[src/rtl/key_pkg.sv]
// Shared encodings for the key event controller: event types, per-key FSM
// states and the tick counter width.
package key_pkg;

   localparam int CNT_W = 27;
   localparam logic [CNT_W-1:0] CNT_ONE = CNT_W'(1);

   typedef enum logic [1:0] {
      EVT_SHORT  = 2'd0,
      EVT_LONG   = 2'd1,
      EVT_REPEAT = 2'd2,
      EVT_RSVD   = 2'd3
   } evt_type_e;

   localparam logic [1:0] ST_IDLE  = 2'd0;
   localparam logic [1:0] ST_PRESS = 2'd1;
   localparam logic [1:0] ST_HELD  = 2'd2;

endpackage

[src/rtl/key_press_fsm.sv]
// Per-key press classifier: turns one debounced active-low key into
// single-cycle SHORT / LONG / REPEAT event strobes.
module key_press_fsm
   import key_pkg::*;
#(
   parameter logic [CNT_W-1:0] LONG_TICKS   = 27'd125_000_000,
   parameter logic [CNT_W-1:0] REPEAT_TICKS = 27'd25_000_000
) (
   input  logic      sys_clk,
   input  logic      sys_rst,
   input  logic      key_i,
   output logic      evt_o,
   output evt_type_e evt_type_o
);

   localparam logic [CNT_W-1:0] LONG_LAST   = LONG_TICKS - CNT_ONE;
   localparam logic [CNT_W-1:0] REPEAT_LAST = REPEAT_TICKS - CNT_ONE;

   logic             k_q;
   logic             arm_q;
   logic [1:0]       state_q, state_d;
   logic [CNT_W-1:0] cnt_q, cnt_d;
   logic             press_w, rel_w;

   // A key held through reset stays disarmed until it has been seen released.
   assign press_w = k_q & ~key_i & arm_q;
   assign rel_w   = ~k_q & key_i;

   always_comb begin
      // NOTE: every output of this block gets a default first, so no path can infer a latch.
      state_d    = state_q;
      cnt_d      = cnt_q;
      evt_o      = 1'b0;
      evt_type_o = EVT_SHORT;
      case (state_q)
         ST_PRESS: begin
            if (rel_w) begin
               state_d = ST_IDLE;
               cnt_d   = '0;
               evt_o   = 1'b1;
            end else if (cnt_q == LONG_LAST) begin
               state_d    = ST_HELD;
               cnt_d      = '0;
               evt_o      = 1'b1;
               evt_type_o = EVT_LONG;
            end else begin
               cnt_d = cnt_q + CNT_ONE;
            end
         end
         ST_HELD: begin
            if (rel_w) begin
               state_d = ST_IDLE;
               cnt_d   = '0;
            end else if (cnt_q == REPEAT_LAST) begin
               cnt_d      = '0;
               evt_o      = 1'b1;
               evt_type_o = EVT_REPEAT;
            end else begin
               cnt_d = cnt_q + CNT_ONE;
            end
         end
         default: begin
            cnt_d = '0;
            if (press_w) state_d = ST_PRESS;
         end
      endcase
   end

   always_ff @(posedge sys_clk) begin
      // NOTE: sequential state uses non-blocking assignments so all registers update together.
      if (sys_rst) begin
         k_q     <= 1'b1;
         arm_q   <= key_i;
         state_q <= ST_IDLE;
         cnt_q   <= '0;
      end else begin
         k_q     <= key_i;
         arm_q   <= arm_q | key_i;
         state_q <= state_d;
         cnt_q   <= cnt_d;
      end
   end

endmodule

[src/rtl/key_event_ctrl.sv]
// Key event controller: per-key classifiers feed one-deep pending slots,
// a round-robin arbiter and a valid/ready output register.
module key_event_ctrl
   import key_pkg::*;
#(
   parameter int               N_KEYS       = 4,
   parameter logic [CNT_W-1:0] LONG_TICKS   = 27'd125_000_000,
   parameter logic [CNT_W-1:0] REPEAT_TICKS = 27'd25_000_000
) (
   input  logic              sys_clk,
   input  logic              sys_rst,
   input  logic [N_KEYS-1:0] key_filter,
   output logic              evt_valid,
   input  logic              evt_ready,
   output logic [1:0]        evt_key,
   output logic [1:0]        evt_type,
   output logic              evt_ovf
);

   logic [N_KEYS-1:0]       raise_w;
   evt_type_e               raise_type_w [N_KEYS];
   logic [N_KEYS-1:0]       pend_q, pend_d;
   logic [N_KEYS-1:0][1:0]  pend_type_q, pend_type_d;
   logic [N_KEYS-1:0]       ovf_vec;
   logic [1:0]              ptr_q;
   logic [1:0]              cand;
   logic [1:0]              grant_idx;
   logic                    grant_vld;
   logic                    load;
   logic                    evt_valid_q;
   logic [1:0]              evt_key_q;
   logic [1:0]              evt_type_q;
   logic                    evt_ovf_q;

   for (genvar g = 0; g < N_KEYS; g++) begin : g_key
      key_press_fsm #(
         .LONG_TICKS   (LONG_TICKS),
         .REPEAT_TICKS (REPEAT_TICKS)
      ) u_fsm (
         .sys_clk    (sys_clk),
         .sys_rst    (sys_rst),
         .key_i      (key_filter[g]),
         .evt_o      (raise_w[g]),
         .evt_type_o (raise_type_w[g])
      );
   end

   // Search starts one past the last grant; the 2-bit add wraps modulo 4.
   always_comb begin
      cand      = '0;
      grant_vld = 1'b0;
      grant_idx = ptr_q;
      for (int k = 1; k <= N_KEYS; k++) begin
         cand = ptr_q + 2'(k);
         if (!grant_vld && pend_q[cand]) begin
            grant_vld = 1'b1;
            grant_idx = cand;
         end
      end
   end

   assign load = (!evt_valid_q || evt_ready) && grant_vld;

   // A fresh event beats the clear of its own slot being loaded this cycle.
   always_comb begin
      pend_d      = pend_q;
      pend_type_d = pend_type_q;
      ovf_vec     = '0;
      for (int i = 0; i < N_KEYS; i++) begin
         if (load && grant_idx == 2'(i)) pend_d[i] = 1'b0;
         if (raise_w[i]) begin
            ovf_vec[i]     = pend_q[i] && !(load && grant_idx == 2'(i));
            pend_d[i]      = 1'b1;
            pend_type_d[i] = raise_type_w[i];
         end
      end
   end

   always_ff @(posedge sys_clk) begin
      if (sys_rst) begin
         // NOTE: the pending slots are reset too, since a stale type would otherwise leak out after reset.
         pend_q      <= '0;
         pend_type_q <= '0;
         ptr_q       <= 2'(N_KEYS - 1);
         evt_valid_q <= 1'b0;
         evt_key_q   <= '0;
         evt_type_q  <= '0;
         evt_ovf_q   <= 1'b0;
      end else begin
         pend_q      <= pend_d;
         pend_type_q <= pend_type_d;
         evt_ovf_q   <= |ovf_vec;
         if (load) begin
            evt_valid_q <= 1'b1;
            evt_key_q   <= grant_idx;
            evt_type_q  <= pend_type_q[grant_idx];
            ptr_q       <= grant_idx;
         end else if (evt_ready) begin
            evt_valid_q <= 1'b0;
         end
      end
   end

   assign evt_valid = evt_valid_q;
   assign evt_key   = evt_key_q;
   assign evt_type  = evt_type_q;
   assign evt_ovf   = evt_ovf_q;

endmodule

[config.mk]
export PLATFORM = sky130hd
export DESIGN_NAME = key_event_ctrl
export DESIGN_NICKNAME = d
export VERILOG_FILES = /design/src/rtl/key_pkg.sv /design/src/rtl/key_press_fsm.sv /design/src/rtl/key_event_ctrl.sv
export SDC_FILE = /design/constraint.sdc
export NUM_CORES = 1
export LEC_CHECK = 0
export ABC_AREA = 0
export CAP_MARGIN = 20
export CORE_MARGIN = 4
export CORE_UTILIZATION = 67
export DETAILED_ROUTE_END_ITERATION = 10
export PLACE_DENSITY_LB_ADDON = 0.15
export SLEW_MARGIN = 20
export SYNTH_ARGS = -nofsm -noshare
export SYNTH_HDL_FRONTEND = slang
export SYNTH_HIERARCHICAL = 1
export SYNTH_SLANG_ARGS = --single-unit
[constraint.sdc]
create_clock -name sys_clk -period 6.9 [get_ports sys_clk]
set_input_delay 1.725 -clock sys_clk [delete_from_list [all_inputs] [get_ports sys_clk]]
set_output_delay 1.725 -clock sys_clk [all_outputs]
set_load 0.1 [all_outputs]
==> impl_metrics.env <==
export IMPL_clock_latency_ps=530
export IMPL_cts_setup_buffers=0
export IMPL_syn_nets=799
export IMPL_async_flop_share_pct=0
export IMPL_ios=13
export IMPL_multi_input_area_um2=4050
export IMPL_synth_seq_cells=144
export IMPL_yosysSeqAreaShare_pct=40.3
export IMPL_drc=0
export IMPL_ant_nets=0
export IMPL_rows=37
export IMPL_tns_ps=0
export IMPL_setup_violations=0
export IMPL_crit_path_cell_trace="clkdlybuf4s50_1"
export IMPL_clock_skew_ps=6.79
export IMPL_powerDensity_nw_per_um2=233
export IMPL_synthFlopType="dfxtp_1"
export IMPL_slowest_stage="clkdlybuf4s50_1"
export IMPL_dieArea_um2=12400
export IMPL_wirelength_mm=14.0
export IMPL_firstDrtPassIters=5
export IMPL_cts_resized=0
export IMPL_status="finished, final reports clean"
export IMPL_worst_hold_slack_ps=449
export IMPL_max_freq_ghz=0.263
export IMPL_vias=5626
export IMPL_areaGrowthSynthToFinish_pct=10.8
export IMPL_fin_nets=816
export IMPL_port_buffers=12
export IMPL_clock_tree_root_cell="clkbuf_8"
export IMPL_min_path_type="register to register"
export IMPL_hpwlAfterDp_mm=9.31
export IMPL_die_x_um=111
export IMPL_crit_arrival_ps=2070
export IMPL_crit_path_start_kind="register"
export IMPL_grt_pass1_wl_mm=24.8
export IMPL_critical_path_max_stage_delay_ps=1170
export IMPL_cts_max_path_buffers=2
export IMPL_syn_area_um2=7150
export IMPL_place_gp_congestion=0.849
export IMPL_ir_worst_vdd_mv=0.197
export IMPL_synth_xor_area_share_pct=12.3
export IMPL_synthCells=780
export IMPL_synth_edf_count=0
export IMPL_required_ps=5180
export IMPL_drive_gt1_share_pct=16.0
export IMPL_synth_simple_area_share_pct=33.1
export IMPL_cts_tree="done"
export IMPL_synthTopCellsByCount="dfxtp_1, nor2_1, xor2_1, nor2_2, nand2_1"
export IMPL_criticalPathCategory="register to output pin"
export IMPL_rsz0062_at_grt="false"
export IMPL_synth_top_area_cell="dfxtp_1"
export IMPL_first_iter_violations=351
export IMPL_grt_start_max_net_pins=42
export IMPL_synthAdderAreaFrac_pct=2.10
export IMPL_drv_slew=0
export IMPL_ys_top_cells_by_area="dfxtp_1, xor2_1, nor2_2"
export IMPL_cts_max_level=4
export IMPL_fin_crit_sh_pct=55.0
export IMPL_yosysTopAreaCellShare_pct=40.3
export IMPL_path_buf_inv=1
export IMPL_die_h_um=111
export IMPL_antenna_found_initial=0
export IMPL_num_antenna_cells=0
export IMPL_grt_pass1_vias=5615
export IMPL_cts_buffers=17
export IMPL_wl_per_cell_um=14.8
export IMPL_grt_util_all_layers_pct=23.7
export IMPL_path_delay_family="buffers and inverters"
export IMPL_period_minus_slack_ps=3800
export IMPL_p_leak_nw=2.56
export IMPL_core_um2=10400
export IMPL_regArea_um2=2880
export IMPL_max_slew_margin_rel_pct=33.4
export IMPL_syn_mean_instance_area_um2=9.16
export IMPL_synth_compound_area_share_pct=6.60
export IMPL_cts_clk_slew_worst_paths_ps=60
export IMPL_synthMuxAreaShare_pct=2.42
export IMPL_cts_hold_buf=0
export IMPL_synth_cell_types=63
export IMPL_cap_viol_max_count=0
export IMPL_synth_most_common_cell="dfxtp_1"
export IMPL_synth_top_family_by_area="simple AND/OR/NAND/NOR gates"
export IMPL_start_util_pct=68.9
export IMPL_worstMarginPinSlew_ps=997
export IMPL_crit_path_end_kind="output pin"
export IMPL_hold_viol_final=0
export IMPL_grt_overflow_total=0
export IMPL_cp_max_fo=4
export IMPL_clock_sinks=144
export IMPL_yosys_warnings=6
export IMPL_nFillCells=720
export IMPL_drt_vias_per_instance=5.95
layer usage:
layer  track usage, %  wire [um]  share of wire (%)
met1             28.2       6160                 44
met2             40.5       7020                 50
met3             7.04        547                3.9
met4             8.43        219                1.6
met5                0          0                  0
report_power, final:
group          internal, mW  switching [mW]  leakage [nW]
clock network         0.586           0.332         0.293
registers             0.841         0.00710          1.16
logic                0.0293          0.0470          1.11
total                  1.46           0.386          2.56
flip-flops by register name, summed over array words and instances, names as in the netlist:
signal	flops
g_key.u_fsm/k_q	4
ptr_q	2
evt_key	2
g_key.u_fsm/state_q	8
g_key.u_fsm/cnt_q	108
evt_ovf	1
g_key.u_fsm/arm_q	4
pend_q	4
pend_type_q	8
evt_valid	1
evt_type	2
cell usage in the layout, fill, tap and decap left out, drive strengths merged, types with 3 or more instances in the layout:
cell type	netlist	final
nor2	145	145
dfxtp	144	144
xor2	71	71
nand2	52	52
nand3	48	48
nand4	47	47
xnor2	29	29
clkbuf	6	23
inv	22	22
and3	19	19
mux2i	15	15
nor3	15	15
and4	14	14
a21oi	13	13
nor4	13	13
ha	12	12
clkdlybuf4s50	0	12
or4	11	11
nand4b	10	10
or2	7	7
nor2b	6	6
and2	6	6
nand2b	5	5
a21o	5	5
o21ai	5	5
clkinv	0	4
o21bai	4	4
o31ai	4	4
o22ai	3	3
clkinvlp	0	3
bufinv	0	3
nand3b	3	3
a21bo	3	3
a22oi	3	3
or4bb	3	3
a32oi	3	3
path summary, 6_finish.rpt:
check                                             start                   end  slack, ps  cells past startpoint
worst min-delay path               g_key[0].u_fsm/arm_q  g_key[0].u_fsm/arm_q        450                      1
worst max register to register  g_key[2].u_fsm/cnt_q[0]               evt_ovf       4160                     10
worst max-delay path                          evt_valid             evt_valid       3100                      1
worst min register to register     g_key[0].u_fsm/arm_q  g_key[0].u_fsm/arm_q        450                      1
stage by stage:
step	area, um2	worst slack (ps)	utilization, %	std cells	total power, mW
3_3_place_gp	7300	3130	70.4	913	0.937
5_1_grt	7920	3000	76.4	946	1.92
3_5_place_dp	7300	3080	70.4	913	0.941
2_1_floorplan	7150	3920	-	780	0.924
6_report	7920	3100	76.4	946	1.84
4_1_cts	7910	3070	76.3	945	1.86
final cells by class:
cell class / instances / share of cell area, %
multi-input combinational: 598 / 51.1
sequential: 144 / 36.4
clock buffer: 22 / 5.97
tap: 136 / 2.15
clock inverter: 10 / 1.67
timing repair buffer: 14 / 1.67
inverter: 22 / 1.04
cell families (layout without fill, tap and decap cells):
logic type | after synthesis | count (layout)
buffers and inverters | 38 | 68
XOR/XNOR | 100 | 100
flip-flops | 144 | 144
multiplexers | 17 | 17
AND/OR/NAND/NOR | 412 | 412
AO/OA/AOI/OAI | 57 | 57
adder cells (fa/ha/maj) | 12 | 12
No activity file was read; power rests on OpenSTA's default activity.
